$ cat config.mk
export PLATFORM = sky130hd
export DESIGN_NAME = inst_decode_pipe
export DESIGN_NICKNAME = d
export VERILOG_FILES = /design/src/rtl/inst_decode_pipe.sv
export SDC_FILE = /design/constraint.sdc
export NUM_CORES = 1
export LEC_CHECK = 0
export CAP_MARGIN = 20
export CORE_UTILIZATION = 56
export CTS_CLUSTER_DIAMETER = 150
export DETAILED_ROUTE_END_ITERATION = 16
export PLACE_DENSITY = 0.85
export SYNTH_ARGS = -nofsm -noshare
export SYNTH_HDL_FRONTEND = slang
export SYNTH_SLANG_ARGS = --single-unit
$ cat constraint.sdc
create_clock -name clk -period 19.6 [get_ports clk]
set_input_delay 1.96 -clock clk [delete_from_list [all_inputs] [get_ports clk]]
set_output_delay 1.96 -clock clk [all_outputs]
set_load 0.1 [all_outputs]
$ cat src/rtl/inst_decode_pipe.sv
// MIPS decode stage with valid/ready handshake, output register plus one skid entry, and sync flush.
// Optional one-cycle load-use interlock enabled by defining INST_DECODE_LOAD_USE_EN.
module inst_decode_pipe #(
  parameter int unsigned PC_W       = 30,
  parameter int unsigned IMM_W      = 32,
  parameter bit          ZEXT_LOGIC = 1'b1
) (
  input  logic             clk,
  input  logic             rst,
  input  logic             in_valid,
  output logic             in_ready,
  input  logic [PC_W-1:0]  pc_in,
  input  logic [31:0]      inst,
  input  logic             flush,
  output logic             out_valid,
  input  logic             out_ready,
  output logic [PC_W-1:0]  pc_out,
  output logic [31:0]      inst_out,
  output logic [5:0]       opcode,
  output logic [4:0]       rs,
  output logic [4:0]       rt,
  output logic [4:0]       dst,
  output logic [4:0]       shamt,
  output logic [5:0]       funct,
  output logic [IMM_W-1:0] imm,
  output logic [25:0]      target,
  output logic [1:0]       itype
);

  typedef enum logic [1:0] {
    IT_R = 2'b00,
    IT_I = 2'b01,
    IT_J = 2'b10
  } itype_e;

  typedef struct packed {
    logic [PC_W-1:0]  pc;
    logic [31:0]      inst;
    logic [4:0]       rs;
    logic [4:0]       rt;
    logic [4:0]       dst;
    logic [4:0]       shamt;
    logic [5:0]       funct;
    logic [IMM_W-1:0] imm;
    logic [25:0]      target;
    itype_e           itype;
  } dec_t;

  function automatic dec_t decode(input logic [PC_W-1:0] pc, input logic [31:0] w);
    dec_t              d;
    logic [5:0]        op;
    logic signed [15:0] simm;
    op   = w[31:26];
    simm = w[15:0];
    d      = '0;
    d.pc   = pc;
    d.inst = w;
    if (op == 6'h00) begin
      d.itype = IT_R;
      d.rs    = w[25:21];
      d.rt    = w[20:16];
      d.dst   = w[15:11];
      d.shamt = w[10:6];
      d.funct = w[5:0];
    end else if (op == 6'h02 || op == 6'h03) begin
      d.itype  = IT_J;
      d.target = w[25:0];
      d.dst    = (op == 6'h03) ? 5'd31 : 5'd0;
    end else begin
      d.itype = IT_I;
      d.rs    = w[25:21];
      d.rt    = w[20:16];
      // Branches and stores write nothing; everything else, undefined ops included, writes rt.
      if (op inside {6'h01, [6'h04:6'h07], [6'h28:6'h2B]})
        d.dst = 5'd0;
      else
        d.dst = w[20:16];
      if (ZEXT_LOGIC && (op inside {[6'h0C:6'h0E]}))
        d.imm = IMM_W'(w[15:0]);
      else
        d.imm = IMM_W'(simm);
    end
    return d;
  endfunction

  dec_t head, skid, in_dec;
  logic head_v, skid_v;
  logic accept, fire, hazard;

  always_comb begin
    in_dec = decode(pc_in, inst);
  end

`ifdef INST_DECODE_LOAD_USE_EN
  logic [4:0] last_load_dst;

  assign hazard = head_v && (last_load_dst != 5'd0) &&
                  ((head.rs == last_load_dst) || (head.rt == last_load_dst));

  always_ff @(posedge clk or posedge rst) begin
    if (rst)
      last_load_dst <= '0;
    else if (flush || hazard)
      last_load_dst <= '0;
    else if (fire)
      last_load_dst <= (head.inst[31:26] inside {[6'h20:6'h25]}) ? head.dst : 5'd0;
  end
`else
  assign hazard = 1'b0;
`endif

  assign in_ready  = ~skid_v;
  assign out_valid = head_v & ~hazard;
  assign fire      = out_valid & out_ready;
  assign accept    = in_valid & ~skid_v;

  // While the skid is full in_ready is low, so a drain never coincides with an accept.
  always_ff @(posedge clk or posedge rst) begin
    if (rst) begin
      head_v <= 1'b0;
      skid_v <= 1'b0;
      head   <= '0;
      skid   <= '0;
    end else if (flush) begin
      head_v <= 1'b0;
      skid_v <= 1'b0;
    end else if (skid_v) begin
      if (fire) begin
        head   <= skid;
        skid_v <= 1'b0;
      end
    end else if (accept) begin
      if (!head_v || fire) begin
        head   <= in_dec;
        head_v <= 1'b1;
      end else begin
        skid   <= in_dec;
        skid_v <= 1'b1;
      end
    end else if (fire) begin
      head_v <= 1'b0;
    end
  end

  assign pc_out   = head.pc;
  assign inst_out = head.inst;
  assign opcode   = head.inst[31:26];
  assign rs       = head.rs;
  assign rt       = head.rt;
  assign dst      = head.dst;
  assign shamt    = head.shamt;
  assign funct    = head.funct;
  assign imm      = head.imm;
  assign target   = head.target;
  assign itype    = head.itype;

endmodule
==> Word level (Yosys, flattened, before mapping) <==
Index checks and enable logic that the tools add are counted.
{ "op_classes": {"n_bitwise": 5, "mux": 26, "order_cmp": 6, "eq_ne": 6, "n_reduce_logical": 14} }
{ "op_table": {"columns": ["operator", "n"], "rows": [
  ["two-way mux 148 bit", 4],
  ["two-way mux 32 bit", 2],
  ["two-way mux 58 bit", 1],
  ["two-way mux 26 bit", 1],
  ["two-way mux 15 bit", 1],
  ["two-way mux 5 bit", 3],
  ["== test 6 x 2 -> 1 bit (second input constant)", 2],
  ["two-way mux 11 bit", 1],
  ["two-way mux 1 bit", 10],
  ["two-way mux 10 bit", 1],
  ["AND reduction 4 bit", 2],
  ["== test 6 x 1 -> 1 bit (second input constant)", 1],
  [">= comparator 6 x 3 -> 1 bit (second input constant)", 1],
  [">= comparator 6 x 4 -> 1 bit (second input constant)", 1],
  [">= comparator 6 bit (second input constant)", 1],
  ["<= comparator 6 x 3 -> 1 bit (second input constant)", 1],
  ["<= comparator 6 x 4 -> 1 bit (second input constant)", 1],
  ["<= comparator 6 bit (second input constant)", 1],
  ["logical NOT 6 bit", 1],
  ["nonzero test 3 bit", 2],
  ["two-way mux 2 bit", 2],
  ["nonzero test 2 bit", 2],
  ["logical AND 1 bit", 3],
  ["!= test 3 x 2 -> 1 bit (second input constant)", 1],
  ["7 further kinds", 11]
]} }
{ "word_totals": {"ff_bits": 298, "in_bits": 67, "elab_cells": 79} }

==> Longest topological paths before layout <==
{ "logic_depth": {"word_depth": 9, "mapped_depth": 9, "depth_no_buf": 4} }

==> Least setup slack after synthesis <==
No wires, ideal clock.
{ "synth_path": {"path_type": "reg2out", "from": "register imm[30] (netlist name)", "to": "output imm[17]", "path_stages_with_launch": 2, "n_path_buf": 1, "arrival_ns": 1.573, "required_time_ns": 17.640, "slack_ns": 16.067, "path_cell_list": "dfrtp_1 > buf_4"} }
{ "synth_lines": {"columns": ["element", "line", "source"], "rows": [
  ["to (decl)", "25", "output logic [IMM_W-1:0] imm,"]
]} }

==> Final worst setup path <==
{ "layout_path": {"from": "register skid_v", "to": "output in_ready"} }
{ "layout_between": {"elab_chain_cells": 1} }
{ "layout_lines": {"columns": ["element", "line", "source"], "rows": [
  ["from (decl)", "87", "logic head_v, skid_v;"],
  ["from (signal assigned)", "121", "skid_v <= 1'b0;"],
  ["from (signal assigned)", "126", "skid_v <= 1'b0;"],
  ["from (signal assigned)", "130", "skid_v <= 1'b0;"],
  ["inverter 1 bit (no source line)", null, null],
  ["to (decl)", "11", "output logic in_ready,"]
]} }
No other way between the ends.

==> results.toml <==
[outcome]
outcome = "finished, final reports clean"

[layout]
syn_to_final_growth_pct = 25.0
fill_cells = 1420
drive_gt1_share_pct = 6.06
final_util_pct = 72.0
final_nets = 1351
antenna_cells = 0
stdcell_area_um2 = 14700

[synthesis]
postSynthCellCount = 1132
synth_top_cells_by_count = "dfrtp_1 (268), nand2_1 (201), o21ai_0 (139), a21oi_1 (96), mux2i_1 (68)"
yosys.area.top_type = "dfrtp_1"
synthTopCellsByArea = "dfrtp_1 (57%), nand2_1 (6.4%), o21ai_0 (5.9%), mux2i_1 (5.8%), mux2_1 (5.2%)"
synthFlopType = "dfrtp_1"
synth_cell_types = 41
syn_nets = 1199
yosys.cell_count.top_type = "dfrtp_1"
avgSynthCellArea_um2 = 10.4
synth_top_area_share_pct = 57.2
ys_async_sr_fraction_pct = 100
synth.cell_area_um2 = 11700
synth.yosys.seq_area_share_pct = 57.2
synth.ff_latch_count = 268
ys.warnings.count = 0
synth_edf_count = 0

[critical_path]
worstPathCellList = "inv_2, buf_4, clkdlybuf4s50_1"
r2r_end = "skid[86]$_DFFE_PP0P_"
arrival_ns = 3.19
r2r-start = "skid_v$_DFF_PP0_"
required_ns = 17.64
slowest_stage = "clkdlybuf4s50_1"
max_stage_delay_ns = 1.29
cp_max_fo = 50
r2r_setup_slack_ns = 15.95
end_kind = "output pin"
criticalPathCategory = "flip-flop to output pin"
ff2ff_path_depth = 5
crit_family = "buffers and inverters"
cp_num_buf_inv = 3
crit_path_start_kind = "flip-flop"

[sta]
relSlewSlack_pct = 26.6
worst_pin_slew_ns = 1.10
maxSlewViolCount = 0
fmax_mhz = 194
period_needed_ns = 5.15
fin_crit_sh_pct = 26.3
fin_ws_ns = 14.45
setup_tns_ns = 0
finalSetupViolCount = 0
grt_setup_unrepaired = "no"
hold_viol = 0
skew_ns = 0.0125

[power_and_ir_drop]
powerDensity_nw_per_um2 = 136
p_leak_nw = 6.17
peakVddDrop_mv = 0.127

[worst_hold_path]
hold_depth = 2
hp-start = "inst_out[15]$_DFFE_PP0P_"
hp-class = "flip-flop to flip-flop"
hold_end = "inst_out[15]$_DFFE_PP0P_"

[route]
drt-initial-drc-count = 739
routed_via_density = 5.78
drc_errors = 0
dr.max_layer_used = "met4"
routedWlPerCell_um = 18.7
postRouteAntennaNets = 0
dr_wl_met3_um = 2640
wirelength_met1_um = 11900
drt-pass1-iter-count = 5
vias = 9086
drt_wl_total_um = 29500
dr_wl_met2_um = 13800

[clock_tree]
cts.sinks = 268
clk_path_buf_depth = 3
cts_tree = "yes"
path_clk_slew_ns = 0.06
cts-buffers-inserted = 27
clock_latency_ns = 0.54
cts_htree_levels = 1
cts_resized = 0
cts_setup_buffers = 0
cts_hold_buffers = 0
root_buffer = "clkbuf_16"

[floorplan]
die_area_um2 = 21500
ios = 223
fp-row-count = 52
core_area_um2 = 20400
initial_core_util_pct = 57.6
dieWidth_um = 147
die_y_um = 147

[grt]
grt_max_degree = 115
antenna_found_initial = 0
grt_pass1_vias = 9170
grtUsageTotal_pct = 27.9
grt_pass1_wl_um = 47800
overflow = 0

[place]
dp_hpwl_um = 18100
buffer_ports.inserted = 222
post_dp_cell_area_um2 = 13800
gp_congestion = 0.785
pre_cts_ws_ns = 14.17

[run]
drv_cap = 0
## placed cells by master, fill, tap and decap left out, types with 6 or more instances in the layout
cell / synthesis / routed
o21ai_1: 8 / 8
clkinv_2: 0 / 9
a31oi_1: 6 / 6
nor2_1: 54 / 54
clkbuf_16: 0 / 27
nand2_1: 201 / 201
clkdlybuf4s50_1: 0 / 222
mux2_2: 9 / 9
clkbuf_1: 56 / 7
o31ai_1: 6 / 6
o211ai_1: 16 / 16
a21oi_1: 96 / 96
o21a_1: 16 / 16
mux2i_1: 68 / 68
nand3_1: 47 / 47
buf_4: 23 / 10
mux2_1: 54 / 54
o21ai_0: 139 / 139
dfrtp_1: 268 / 267
## metal layers
metal / global-route usage (%) / vias up
met2: 43.2 / 389
li1: - / 4182
met1: 36.8 / 4445
met5: 0 / -
met4: 12.6 / 0
met3: 7.67 / 70
## worst min-delay path: cells and delay by family, from the launching register on
kind,cells,cell delay (ns)
compound gates,1,0.06
simple gates,1,0.04
flops,1,0.34
## registers in the layout (all words and copies together), names as in the netlist
register   cells
dst            5
funct          6
imm           17
inst_out      32
itype          2
out_valid      1
pc_out        30
rs             5
rt             5
shamt          5
skid         133
skid_v         1
target        26
## per-stage QoR
| stage | hold WS (ns) | total power, mW | instances |
|---|---|---|---|
| finish | 0.476 | 2.00 | 1573 |
| global route | 0.495 | 2.07 | 1573 |
| CTS | 0.482 | 2.01 | 1572 |
| detailed placement | 0.464 | 1.52 | 1524 |
| global placement | 0.456 | 1.50 | 1524 |
| floorplan | 0.440 | 1.33 | 1132 |
## report_power, final
group          internal [mW]  switching, mW
sequential             0.661         0.0683
clock                  0.278          0.211
combinational          0.182          0.602
total                   1.12          0.880
## area by class of cell
| type | count | area [um^2] | area share, % |
|---|---|---|---|
| inverter | 3 | 18.8 | 0.128 |
| tap | 270 | 338 | 2.30 |
| multi-input combinational | 751 | 4450 | 30.3 |
| clock buffer | 37 | 743 | 5.07 |
| clock inverter | 11 | 83.8 | 0.572 |
| timing repair buffer | 233 | 2320 | 15.9 |
| sequential | 268 | 6710 | 45.8 |
## kinds of logic (layout without fill, tap and decap cells)
logic type,after synthesis,after routing,synth area share [%]
multiplexers,131,131,11.8
flip-flops,268,268,57.2
AO/OA/AOI/OAI,298,298,14.3
AND/OR/NAND/NOR,322,322,11.6
buffers and inverters,113,284,5.10
## how the worst max path moves through the flow
stage / from / endpoint / cells past startpoint
3_3_place_gp: out_ready / skid[92]$_DFFE_PP0P_ / 6
4_1_cts: skid_v$_DFF_PP0_ / in_ready / 3
5_1_grt: skid_v$_DFF_PP0_ / in_ready / 3
6_report: skid_v$_DFF_PP0_ / in_ready / 3
3_5_place_dp: out_ready / skid[89]$_DFFE_PP0P_ / 6
2_1_floorplan: rst / dst[0]$_DFFE_PP0P_ / 1
Note: power is estimated with default switching activity, not from simulation.
